--- src/rtl/mem_wb_stage.sv ---
// mem_wb_stage: memory access and write-back stage with a data-memory handshake,
// an ack timeout, and flush-based write-back suppression.
module mem_wb_stage #(
  parameter int DATA_W  = 32,
  parameter int ADDR_W  = 32,
  parameter int RADDR_W = 4,
  parameter int RA_REG  = 15,
  parameter int TIMEOUT = 16
) (
  input  logic               clk,
  input  logic               rst_n,
  input  logic               in_valid,
  output logic               in_ready,
  input  logic [DATA_W-1:0]  in_pc,
  input  logic [DATA_W-1:0]  in_alu,
  input  logic [DATA_W-1:0]  in_sdata,
  input  logic [RADDR_W-1:0] in_rd,
  input  logic               in_isld,
  input  logic               in_isst,
  input  logic               in_iswb,
  input  logic               in_iscall,
  input  logic               flush,
  output logic               dmem_req,
  output logic               dmem_we,
  output logic [ADDR_W-1:0]  dmem_addr,
  output logic [DATA_W-1:0]  dmem_wdata,
  input  logic               dmem_ack,
  input  logic [DATA_W-1:0]  dmem_rdata,
  output logic               wb_en,
  output logic [RADDR_W-1:0] wb_addr,
  output logic [DATA_W-1:0]  wb_data,
  output logic               err_timeout
);
  typedef enum logic {IDLE, ACCESS} state_t;
  localparam int CW = $clog2(TIMEOUT);
  state_t state, state_nx;
  logic [CW-1:0] cnt;
  logic wb_q, ld_wb, is_call, killed;
  logic accept, is_mem, last;
  assign in_ready = state == IDLE;
  assign accept   = in_valid && in_ready;
  assign is_mem   = in_isld | in_isst;
  assign last     = cnt == CW'(TIMEOUT - 1);
  // A flush also kills a write-back that is already presented this cycle.
  assign wb_en    = wb_q & ~flush;
  always_comb
    state_nx = state == IDLE ? (accept && !flush && is_mem ? ACCESS : IDLE)
                             : (dmem_ack || last ? IDLE : ACCESS);
  always_ff @(posedge clk or negedge rst_n) begin
    if (!rst_n) begin
      state       <= IDLE;
      cnt         <= '0;
      wb_q        <= 1'b0;
      ld_wb       <= 1'b0;
      is_call     <= 1'b0;
      killed      <= 1'b0;
      dmem_req    <= 1'b0;
      dmem_we     <= 1'b0;
      dmem_addr   <= '0;
      dmem_wdata  <= '0;
      wb_addr     <= '0;
      wb_data     <= '0;
      err_timeout <= 1'b0;
    end else begin
      state       <= state_nx;
      wb_q        <= 1'b0;
      err_timeout <= 1'b0;
      if (accept && !flush) begin
        dmem_addr  <= in_alu[ADDR_W-1:0];
        dmem_wdata <= in_sdata;
        wb_addr    <= in_iscall ? RADDR_W'(RA_REG) : in_rd;
        wb_data    <= in_iscall ? in_pc + DATA_W'(4) : in_alu;
        is_call    <= in_iscall;
        ld_wb      <= in_isld & ~in_isst & (in_iswb | in_iscall);
        killed     <= 1'b0;
        cnt        <= '0;
        dmem_req   <= is_mem;
        dmem_we    <= in_isst;
        wb_q       <= ~is_mem & (in_iswb | in_iscall);
      end else if (state == ACCESS) begin
        killed <= killed | flush;
        if (dmem_ack) begin
          dmem_req <= 1'b0;
          dmem_we  <= 1'b0;
          wb_q     <= ld_wb & ~killed & ~flush;
          if (!is_call) wb_data <= dmem_rdata;
        end else if (last) begin
          dmem_req    <= 1'b0;
          dmem_we     <= 1'b0;
          err_timeout <= 1'b1;
        end else begin
          cnt <= cnt + CW'(1);
        end
      end
    end
  end
endmodule

--- config.mk ---
export PLATFORM = sky130hd
export DESIGN_NAME = mem_wb_stage
export DESIGN_NICKNAME = d
export VERILOG_FILES = /design/src/rtl/mem_wb_stage.sv
export SDC_FILE = /design/constraint.sdc
export NUM_CORES = 1
export LEC_CHECK = 0
export BUFFER_PORTS_ARGS = -buffer_cell sky130_fd_sc_hd__clkbuf_2
export CAP_MARGIN = 20
export CELL_PAD_IN_SITES_DETAIL_PLACEMENT = 1
export CELL_PAD_IN_SITES_GLOBAL_PLACEMENT = 2
export CORE_ASPECT_RATIO = 0.75
export CORE_UTILIZATION = 26
export DETAILED_ROUTE_END_ITERATION = 6
export GPL_ROUTABILITY_DRIVEN = 0
export PLACE_DENSITY = 0.91
export SLEW_MARGIN = 40
export SYNTH_ARGS = -nofsm -noshare
export SYNTH_HDL_FRONTEND = slang
export SYNTH_SLANG_ARGS = --single-unit
--- constraint.sdc ---
create_clock -name clk -period 2.15 [get_ports clk]
set_clock_uncertainty 0.2 [all_clocks]
set_input_delay 0.215 -clock clk [delete_from_list [all_inputs] [get_ports clk]]
set_output_delay 0.215 -clock clk [all_outputs]
set_load 0.02 [all_outputs]
==> key figures, run 1 <==
GRT
  • Vias in the first global route: 6,346
  • Pin count of the biggest net entering global routing: 52
  • Initial antenna violation count: 0
  • Overall global routing resource usage: a little over a fifth
  • First-pass GRT wire length: 34.48 mm
  • Remaining Overflow, GRT: 0

Placement
  • DP Wirelength: 14.94 mm
  • Port-buffer cells: 245

Clock network
  • Clock root buffer: clkbuf_16
  • Clk_lat worst skew: 0.35 ns
  • CTS max path bufs: 2
  • Setup bufs post-CTS: 0
  • CTS tree: yes
  • Total CTS buffers: 9
  • H-Tree Level Count: 3
  • Clock transition at path regs: 0.08 ns
  • Clk sinks: 112

Detailed routing
  • Detailed-route wire length per cell: 17.66 um
  • Vias after detailed routing: roughly 5,800
  • Post-route ant nets: 0
  • Drt via density: around 4.7
  • Drt total wl: 21.70 mm
  • TritonRoute pass-1 iters: 5
  • # DRC: 0
  • DR iter-0 viols: 199

STA
  • Tcrit/Tclk final: 92.53%
  • Min Clock Period, post-route: 1.989 ns
  • Unrepaired setup endpoints after global routing: no
  • Endpoints failing setup: 0
  • Final Hold Fails: 0
  • Fin. max-slew vios: 0
  • Setup TNS: 0 ns
  • Least-Margin Pin Slew: 0.5118 ns
  • Fmax: 0.5027 GHz
  • Slew headroom: 65.88%

Power and ir drop
  • Max rail drop VDD: 0.0003504 V
  • Leakage: 4.312 nW
  • P per Cell Area: 799.3 mW/mm^2

Worst setup path
  • CP max stage delay: 0.53 ns
  • CP Launch Type: input port
  • WP data arrival: 2.06 ns
  • Crit-path cells: dlygate4sd3_1 > clkbuf_2 > nand4_1 > nor2_1 > nand3_2 > or4_1 > a41oi_1
  • WS Path Type: input port to register
  • CP Max Fanout: 4
  • Critical path buffers and inverters: 2
  • Worst R2R Setup Slack: roughly 0.26 ns
  • Worst Setup End Kind: register
  • CP delay by family, top: simple AND/OR/NAND/NOR gates
  • Critical path required time: 2.22 ns
  • Slowest CP cell: dlygate4sd3_1

Worst hold path
  • HP Class: input port to register

Finish
  • Ant diodes: 0
  • Fillers: 2,411
  • Fin nets: 1,114
  • Fin util: 42.29%
  • Layout cell share with drive strength beyond 1: between 20% and 30%
  • Layout area overhead: 56.43%

Floorplan
  • Initial Util: between 20 and 30%
  • CORE AREA: 0.01971 mm^2
  • Site Rows: 44
  • Height of the die: 126.0 um
  • I/O Pins: 246
  • Die area: 0.02107 mm^2
  • Die W: 167.3 um

Yosys
  • Synthesized area: 0.005328 mm^2
  • Synth Warn #: 0
  • Register area share after synthesis: 52.61%
  • Ys flop type: dfrtp_1
  • Post-synth ARST share: 100.0%
  • Synthesized area per cell: 8.552 um^2
  • Flops & latches, synth: between 100 and 150
  • Number of flops mapped to enable cells by yosys: 0
  • Synth Net Count: 766
  • Cells after Synth: 623
  • Post-synth cell types: 41

Run status
  • Status: finished clean

Job
  • Max cap viols: 0
## worst min-delay path: cells and delay by family
kind / cells / cell delay (ns)
compound gates: 1 / 0.10
buf+inv: 1 / 0.09
mux: 1 / 0.13
## area by class of cell
| type | instances | area, um^2 | share of cell area, % |
|---|---|---|---|
| Clock inverter | 7 | 71.32 | 0.8557 |
| Tap cell | 253 | 316.6 | 3.798 |
| Clock buffer | 9 | 225.2 | 2.702 |
| Timing Repair Buffer | 373 | 2519 | 30.22 |
| Sequential cell | 112 | 2803 | 33.63 |
| Inverter | 5 | 18.77 | 0.2252 |
| Multi-Input combinational cell | 470 | 2381 | 28.57 |
## per-layer routing
layer / GRT usage (%) / vias up / routed length, um
met5: 0 / - / 0
met2: 35.54 / 199 / 10220
met4: 8.095 / 0 / 661
li1: - / 2773 / -
met1: 25.77 / 2822 / 9514
met3: 5.405 / 40 / 1302
## power breakdown
group          internal [W]  switching (W)
Clock              0.000827       0.000901
Combinational      0.000814        0.00133
Sequential          0.00253       0.000259
Total               0.00417        0.00249
## through the flow
step / hold slack (ns) / cells / area (um^2) / total power, W / worst slack (ns)
after floorplan: -0.2806 / 623 / 5328 / 0.003879 / 0.2874
after global placement: 0.006474 / 1108 / 6987 / 0.004758 / 0.1853
after detailed placement: 0.01054 / 1108 / 6987 / 0.004809 / 0.1364
after CTS: 0.001764 / 1229 / 8334 / 0.006729 / 0.1704
after global routing: 0.03454 / 1229 / 8334 / 0.007042 / 0.01073
final: 0.01938 / 1229 / 8334 / 0.006661 / 0.1606
## sequential cells by signal, summed over array words and instances (netlist names)
| register | cells |
|---|---|
| dmem_wdata | 32 |
| killed | 1 |
| ld_wb | 1 |
| cnt | 4 |
| dmem_addr | 32 |
| is_call | 1 |
| state | 1 |
| dmem_we | 1 |
| err_timeout | 1 |
| dmem_req | 1 |
| wb_addr | 4 |
| wb_data | 32 |
| wb_q | 1 |
## repair_timing
| item | in CTS | in global routing |
|---|---|---|
| endpoints found under the hold margin | 150 | 0 |
| hold buffers | 105 | 0 |
| resized for setup | 0 | 0 |
## cells in the final DEF, fill, tap and decap left out, drive strengths merged, types with 3 or more instances in the layout
master,n
clkbuf,253
nand2,246
dfrtp,112
dlygate4sd3,105
nor2,32
o21ai,31
buf,24
xor2,21
nand3,17
a21oi,16
a31oi,14
mux2i,13
nand4,13
inv,10
nor3,9
a221oi,6
xnor2,6
o211ai,5
nor2b,4
o31ai,4
nand2b,3
o22ai,3
a22oi,3
a211oi,3
## worst paths after layout
kind,start,to,cells after the start
setup / recovery,in_pc[15],wb_data[29]$_DFFE_PN0P_,7
hold / removal,dmem_rdata[23],wb_data[23]$_DFFE_PN0P_,3
setup reg to reg,state$_DFF_PN0_,wb_data[13]$_DFFE_PN0P_,4
hold reg to reg,wb_addr[0]$_DFFE_PN0P_,wb_addr[0]$_DFFE_PN0P_,2
max in group asynchronous,rst_n,wb_data[5]$_DFFE_PN0P_,3
min in group asynchronous,rst_n,dmem_wdata[6]$_DFFE_PN0P_,2
## logic make-up after synthesis
logic type	share of synthesized area, %
AO/OA/AOI/OAI	10.62
XOR/XNOR	4.439
adder cells (fa/ha/maj)	0.4696
buffers and inverters	2.889
flip-flops	52.61
multiplexers	2.442
AND/OR/NAND/NOR	26.54
## synth_stat cells (all sizes together) (4+ instances only)
library cell | number | share of area, %
a21oi | 16 | 1.5
a221oi | 6 | 0.99
a31oi | 14 | 1.6
clkbuf | 36 | 2.5
dfrtp | 112 | 53
inv | 5 | 0.35
mux2i | 13 | 2.4
nand2 | 246 | 17
nand3 | 17 | 1.7
nand4 | 13 | 1.6
nor2 | 32 | 2.3
nor2b | 4 | 0.47
nor3 | 9 | 0.85
o211ai | 5 | 0.70
o21ai | 31 | 2.9
o31ai | 4 | 0.56
xnor2 | 6 | 0.99
xor2 | 21 | 3.5
Note: power is estimated with default switching activity, not from simulation.
==> inputs of run 2 (changes only) <==
--- a/config.mk
+++ b/config.mk
@@ -10,10 +10,10 @@
 export CELL_PAD_IN_SITES_DETAIL_PLACEMENT = 1
 export CELL_PAD_IN_SITES_GLOBAL_PLACEMENT = 2
 export CORE_ASPECT_RATIO = 0.75
-export CORE_UTILIZATION = 26
+export CORE_UTILIZATION = 28
 export DETAILED_ROUTE_END_ITERATION = 6
 export GPL_ROUTABILITY_DRIVEN = 0
-export PLACE_DENSITY = 0.91
+export PLACE_DENSITY = 0.95
 export SLEW_MARGIN = 40
 export SYNTH_ARGS = -nofsm -noshare
 export SYNTH_HDL_FRONTEND = slang
==> constraint.sdc (replaced) <==
create_clock -name clk -period 2.5 [get_ports clk]
set_clock_uncertainty 0.2 [all_clocks]
set_input_delay 0.25 -clock clk [delete_from_list [all_inputs] [get_ports clk]]
set_output_delay 0.25 -clock clk [all_outputs]
set_load 0.02 [all_outputs]
==> run 2 against run 1 <==
Net effect:
- clock power decreased by 16%
- combinational power fell by 14%
- critical path depth is 1 lower
- largest cell class unchanged
==> key figures, run 2 (same netlist as run 1, synthesis figures left out) <==
Run status
  • Status: finished clean (unchanged)

Worst setup path
  • Setup crit end: wb_data[0]$_DFFE_PN0P_ (was wb_data[29]$_DFFE_PN0P_)
  • CP Launch Type: register (was input port)
  • CP delay by family, top: buffers and inverters (was simple AND/OR/NAND/NOR gates)
  • Worst R2R Setup Slack: 0.1 ns (was 0.26 ns)
  • Worst reg-to-reg path cell count: 6 (was 4)
  • CP max stage delay: 0.56 ns (was 0.53 ns)
  • RR Endpoint: wb_data[0]$_DFFE_PN0P_ (was wb_data[13]$_DFFE_PN0P_)
  • CP Max Fanout: 14 (was 4)
  • Setup crit start: state$_DFF_PN0_ (was in_pc[15])
  • R2R Path Start: state$_DFF_PN0_ (unchanged)
  • Cell count along the critical path: 6 (was 7)
  • WS Path Type: register to register (was input port to register)
  • WP data arrival: 2.45 ns (was 2.06 ns)
  • Critical path required time: 2.55 ns (was 2.22 ns)
  • Critical path buffers and inverters: 2 (unchanged)
  • Crit-path cells: nand2b_2 > or2_4 > buf_4 > a211oi_1 > a31oi_1 > dlygate4sd3_1 (was dlygate4sd3_1 > clkbuf_2 > nand4_1 > nor2_1 > nand3_2 > or4_1 > a41oi_1)
  • Slowest CP cell: dlygate4sd3_1 (unchanged)
  • Worst Setup End Kind: register (unchanged)

GRT
  • First-pass GRT wire length: 32.91 mm (was 34.48 mm)
  • Overall global routing resource usage: 21.86% (was 21.04%)
  • Initial antenna violation count: 1 (was 0)
  • Vias in the first global route: 5,947 (was 6,346)
  • Pin count of the biggest net entering global routing: 47 (was 52)
  • Met3 usage: 5.742% (was 5.405%)
  • Met1 Use GR: 27.72% (was 25.77%)
  • M2 GR Usage: 37.31% (was 35.54%)
  • GR peak layer: met2 (unchanged)
  • Remaining Overflow, GRT: 0 (unchanged)

Detailed routing
  • # DRC: 0 (unchanged)
  • Drt via density: 4.765 (was 4.747)
  • Post-route ant nets: 0 (unchanged)
  • DR iter-0 viols: 279 (was 199)
  • Detailed-route wire length per cell: 17.61 um (was 17.66 um)
  • TritonRoute pass-1 iters: 4 (was 5)
  • Vias after detailed routing: 5,775 (was 5,834)
  • Drt total wl: 21.34 mm (was 21.70 mm)

STA
  • Slew headroom: 64.78% (was 65.88%)
  • Setup TNS: 0 ns (unchanged)
  • Endpoints failing setup: 0 (unchanged)
  • Fin. max-slew vios: 0 (unchanged)
  • Min Clock Period, post-route: 2.405 ns
  • Unrepaired setup endpoints after global routing: no (unchanged)
  • Final Hold Fails: 0 (unchanged)
  • Tcrit/Tclk final: 96.19%
  • Least-Margin Pin Slew: 0.5277 ns (was 0.5118 ns)
  • Fmax: 0.4159 GHz
  • Hold Slack: 0.01803 ns (was 0.01938 ns)

Power and ir drop
  • Max rail drop VDD: 0.0003034 V (was 0.0003504 V)
  • Leakage: 4.245 nW (was 4.312 nW)
  • P per Cell Area: 694.5 mW/mm^2 (was 799.3 mW/mm^2)

Floorplan
  • Initial Util: 28.70% (was 27.03%)
  • Height of the die: 121.5 um (was 126.0 um)
  • Site Rows: 43 (was 44)
  • Die area: 0.01959 mm^2 (was 0.02107 mm^2)
  • CORE AREA: 0.01856 mm^2 (was 0.01971 mm^2)
  • Die W: 161.3 um (was 167.3 um)
  • I/O Pins: 246 (unchanged)

Finish
  • Most common cell after layout, fill and taps aside: nand2_1 (unchanged)
  • Most frequent cells in the layout: nand2_1, clkbuf_2, dfrtp_1 (unchanged)
  • Top flop regs: dmem_addr: 32 flops, dmem_wdata: 32 flops, wb_data: 32 flops (unchanged)
  • Layout area overhead: 53.52% (was 56.43%)
  • Final instance area: 0.008179 mm^2 (was 0.008334 mm^2)
  • Fin nets: 1,102 (was 1,114)
  • Layout cell share with drive strength beyond 1: 30.60% (was 29.82%)

Clock network
  • Clock root buffer: clkbuf_16 (unchanged)
  • Total CTS buffers: 9 (unchanged)
  • H-Tree Level Count: 3 (unchanged)
  • Clk_lat worst skew: 0.36 ns (was 0.35 ns)
  • Clk sinks: 112 (unchanged)
  • CTS tree: yes (unchanged)
  • CTS max path bufs: 2 (unchanged)
  • Clock transition at path regs: 0.08 ns (about the same)

Placement
  • Port-buffer cells: 245 (unchanged)
  • DP Wirelength: 14.94 mm (about the same)
  • Area after DPL: 0.006933 mm^2 (was 0.006987 mm^2)

Worst hold path
  • HP Class: input port to register (unchanged)

Job
  • Max cap viols: 0 (unchanged)
[run 2: worst min path at each step]
stage / start / endpoint / slack (ns) / cells after the start
after floorplan: rst_n / cnt[0]$_DFFE_PN0P_ / -0.25 / 0
after global placement: rst_n / dmem_wdata[8]$_DFFE_PN0P_ / 0.05 / 1
after detailed placement: rst_n / dmem_wdata[8]$_DFFE_PN0P_ / 0.05 / 1
after CTS: dmem_rdata[13] / wb_data[13]$_DFFE_PN0P_ / 0.01 / 3
after global routing: in_pc[29] / wb_data[29]$_DFFE_PN0P_ / 0.03 / 3
final: in_pc[29] / wb_data[29]$_DFFE_PN0P_ / 0.02 / 3
[run 2: layout make-up]
| class | count | area [um^2] |
|---|---|---|
| fillers | 2266 | 10380 |
| flip-flops and latches | 112 | 2803 |
| multi-input cells | 471 | 2390 |
| repair buffers | 360 | 2367 |
| well taps | 247 | 309.0 |
| clock buffers | 9 | 225.2 |
| clock inverters | 7 | 63.81 |
| inverters | 5 | 18.77 |
| diodes | 1 | 2.502 |
[run 2: power by group]
group          leakage (nW)  internal [W]  switching [W]
Sequential             1.38       0.00217       0.000222
Combinational          2.73      0.000696        0.00115
Clock                 0.142      0.000698       0.000747
[run 2: worst min-delay path, delay by kind of cell]
family                 cells  cell delay, ns
buffers and inverters      1            0.10
AOI/OAI and AO/OA          2            0.17
[run 2: what timing repair did]
item | CTS | global route
buffers inserted | 0 | 6
endpoints found under the hold margin | 125 | 0
setup endpoints to repair | 0 | 2
hold buffers | 90 | 0
resized for setup | 0 | 1
[run 2: layer usage]
layer / vias up / share of wire [%]
met5: - / 0
met4: 0 / 0.88
met3: 15 / 5.6
met2: 167 / 48
met1: 2847 / 45
li1: 2746 / -
[run 2: stage by stage]
step	cells	setup WS [ns]	utilization [%]	power, W
2_1_floorplan	623	0.6024	-	0.003336
3_3_place_gp	1098	0.3797	37.35	0.004070
3_5_place_dp	1098	0.3027	37.35	0.004124
4_1_cts	1204	0.03290	43.76	0.005716
5_1_grt	1212	0.002479	44.06	0.006000
6_report	1212	0.09533	44.06	0.005680
==> inputs of run 3 (changes only) <==
--- a/config.mk
+++ b/config.mk
@@ -13,7 +13,7 @@
 export CORE_UTILIZATION = 28
 export DETAILED_ROUTE_END_ITERATION = 6
 export GPL_ROUTABILITY_DRIVEN = 0
-export PLACE_DENSITY = 0.95
+export PLACE_DENSITY_LB_ADDON = 0.1
 export SLEW_MARGIN = 40
 export SYNTH_ARGS = -nofsm -noshare
 export SYNTH_HDL_FRONTEND = slang
==> run 3 against run 2 <==
Net effect:
- worst hold slack better by 0.015 ns
- final area fell by 0.61%
- count of clock-buffer cells in the layout unchanged
- critical path type unchanged
- critical endpoint is now wb_data[13]$_DFFE_PN0P_
- largest cell class unchanged
- largest power group unchanged
==> key figures, run 3 (same netlist as run 1, synthesis figures left out) <==
Placement
  • Pre-CTS WS: 0.4017 ns (was 0.3027 ns)
  • DP Wirelength: 14.92 mm (was 14.94 mm)
  • Port-buffer cells: 245 (unchanged)

Floorplan
  • Die area: 0.01959 mm^2 (unchanged)
  • I/O Pins: 246 (unchanged)
  • Initial Util: 28.70% (unchanged)
  • Height of the die: 121.5 um (unchanged)
  • Die W: 161.3 um (unchanged)
  • CORE AREA: 0.01856 mm^2 (unchanged)
  • Site Rows: 43 (unchanged)

Worst setup path
  • Critical path required time: 2.51 ns (was 2.55 ns)
  • Worst Setup End Kind: register (unchanged)
  • WP data arrival: 2.15 ns (was 2.45 ns)
  • CP Max Fanout: 30 (was 14)
  • CP Launch Type: register (unchanged)
  • WS Path Type: register to register (unchanged)

Clock network
  • Clk sinks: 112 (unchanged)
  • Clock transition at path regs: 0.08 ns (about the same)
  • CTS max path bufs: 2 (unchanged)
  • Total CTS buffers: 9 (unchanged)
  • CTS tree: yes (unchanged)
  • CTS resizes: 0 (unchanged)
  • H-Tree Level Count: 3 (unchanged)
  • Clk_lat worst skew: 0.36 ns (about the same)
  • Clock root buffer: clkbuf_16 (unchanged)

Detailed routing
  • Drt via density: 4.665 (was 4.765)
  • Drt total wl: 20.69 mm (was 21.34 mm)
  • Vias after detailed routing: 5,617 (was 5,775)
  • # DRC: 0 (unchanged)
  • DR iter-0 viols: 234 (was 279)
  • Detailed-route wire length per cell: 17.18 um (was 17.61 um)
  • Post-route ant nets: 0 (unchanged)
  • TritonRoute pass-1 iters: 4 (unchanged)

STA
  • Min Clock Period, post-route: 2.138 ns (was 2.405 ns)
  • Fmax: 0.4678 GHz (was 0.4159 GHz)
  • Unrepaired setup endpoints after global routing: no (unchanged)
  • Tcrit/Tclk final: 85.50% (was 96.19%)
  • Final Hold Fails: 0 (unchanged)
  • Least-Margin Pin Slew: 0.5182 ns (was 0.5277 ns)
  • Setup TNS: 0 ns (unchanged)
  • Fin worst setup slack: 0.3624 ns (was 0.09533 ns)
  • Slew headroom: 65.33% (was 64.78%)
  • Endpoints failing setup: 0 (unchanged)
  • Fin. max-slew vios: 0 (unchanged)

Finish
  • Most common cell after layout, fill and taps aside: nand2_1 (unchanged)
  • Layout cell share with drive strength beyond 1: 29.78% (was 30.60%)
  • Fin nets: 1,095 (was 1,102)
  • Top flop regs: dmem_addr: 32 flops, dmem_wdata: 32 flops, wb_data: 32 flops (unchanged)
  • Fillers: 2,250 (was 2,266)
  • Ant diodes: 0 (was 1)
  • Most frequent cells in the layout: nand2_1, clkbuf_2, dfrtp_1 (unchanged)
  • Layout area overhead: 52.58% (was 53.52%)

GRT
  • Vias in the first global route: 5,796 (was 5,947)
  • Pin count of the biggest net entering global routing: 55 (was 47)
  • Initial antenna violation count: 0 (was 1)
  • Overall global routing resource usage: 21.51% (was 21.86%)
  • First-pass GRT wire length: 32.24 mm (was 32.91 mm)
  • Remaining Overflow, GRT: 0 (unchanged)

Run status
  • Status: finished clean (unchanged)

Power and ir drop
  • P per Cell Area: 698.2 mW/mm^2 (was 694.5 mW/mm^2)
  • Max rail drop VDD: 0.0003422 V (was 0.0003034 V)
  • Leakage: 4.212 nW (was 4.245 nW)

Job
  • Max cap viols: 0 (unchanged)

Worst hold path
  • HP Class: input port to register (unchanged)
[run 3: cell types whose count changed in the layout (fill, tap and decap cells not counted), moves of 2 or more]
| cell | delta |
|---|---|
| clkinv_4 | -4 |
| clkinv_8 | +2 |
| dlygate4sd3_1 | +2 |
| buf_4 | -7 |
[run 3: final cells by class]
| class | count | area (um^2) | area share, % |
|---|---|---|---|
| Clock buffer | 9 | 225.2 | 2.771 |
| Clock inverter | 7 | 77.57 | 0.9543 |
| Inverter | 5 | 18.77 | 0.2309 |
| Multi-Input combinational cell | 470 | 2381 | 29.29 |
| Sequential cell | 112 | 2803 | 34.48 |
| Tap cell | 247 | 309.0 | 3.802 |
| Timing Repair Buffer | 354 | 2315 | 28.47 |
[run 3: worst paths after layout]
kind                                                from  cells past startpoint  slack, ns                         end
worst min-delay path                             in_iswb                      3       0.03              wb_q$_DFF_PN0_
worst min register to register  dmem_addr[7]$_DFFE_PN0P_                      2       0.28    dmem_addr[7]$_DFFE_PN0P_
worst max-delay path                     state$_DFF_PN0_                      4       0.36     wb_data[13]$_DFFE_PN0P_
min in group asynchronous                          rst_n                      2       0.13   dmem_addr[16]$_DFFE_PN0P_
max in group asynchronous                          rst_n                      3       1.25  dmem_wdata[22]$_DFFE_PN0P_
worst max register to register           state$_DFF_PN0_                      4       0.36     wb_data[13]$_DFFE_PN0P_
[run 3: stage by stage]
stage / util [%] / total power, W / hold slack [ns] / instance area [um^2] / std cells
detailed placement: 37.20 / 0.004117 / -0.02176 / 6905 / 1096
CTS: 43.80 / 0.005763 / 0.01254 / 8129 / 1204
finish: 43.80 / 0.005676 / 0.03281 / 8129 / 1204
floorplan: - / 0.003336 / -0.2456 / 5328 / 623
global placement: 37.20 / 0.004072 / -0.02983 / 6905 / 1096
global route: 43.80 / 0.006016 / 0.04141 / 8129 / 1204
[run 3: report_power, final]
part	switching (W)	internal (W)	total, W
Sequential	0.000216	0.00217	0.00239
Clock	0.000781	0.000712	0.00149
Combinational	0.00112	0.000675	0.00180
[run 3: critical path, stage by stage (launching register included)]
cell      delay (ns)
dfrtp_1         0.46
nand2b_1        0.26
or2_4           0.42
nor2_1          0.46
a221oi_1        0.18
[run 3: timing repair]
item / CTS / global route
setup buffers: 0 / 0
hold endpoints to repair: 180 / 0
hold buffers: 92 / 0
[run 3: layer usage]
layer  up-vias  GRT usage, %  routed length, um
met5         -             0                  0
met1      2730         28.69               9611
li1       2738             -                  -
met3        18         4.614                887
met4         0         5.248                252
met2       131         35.45               9934
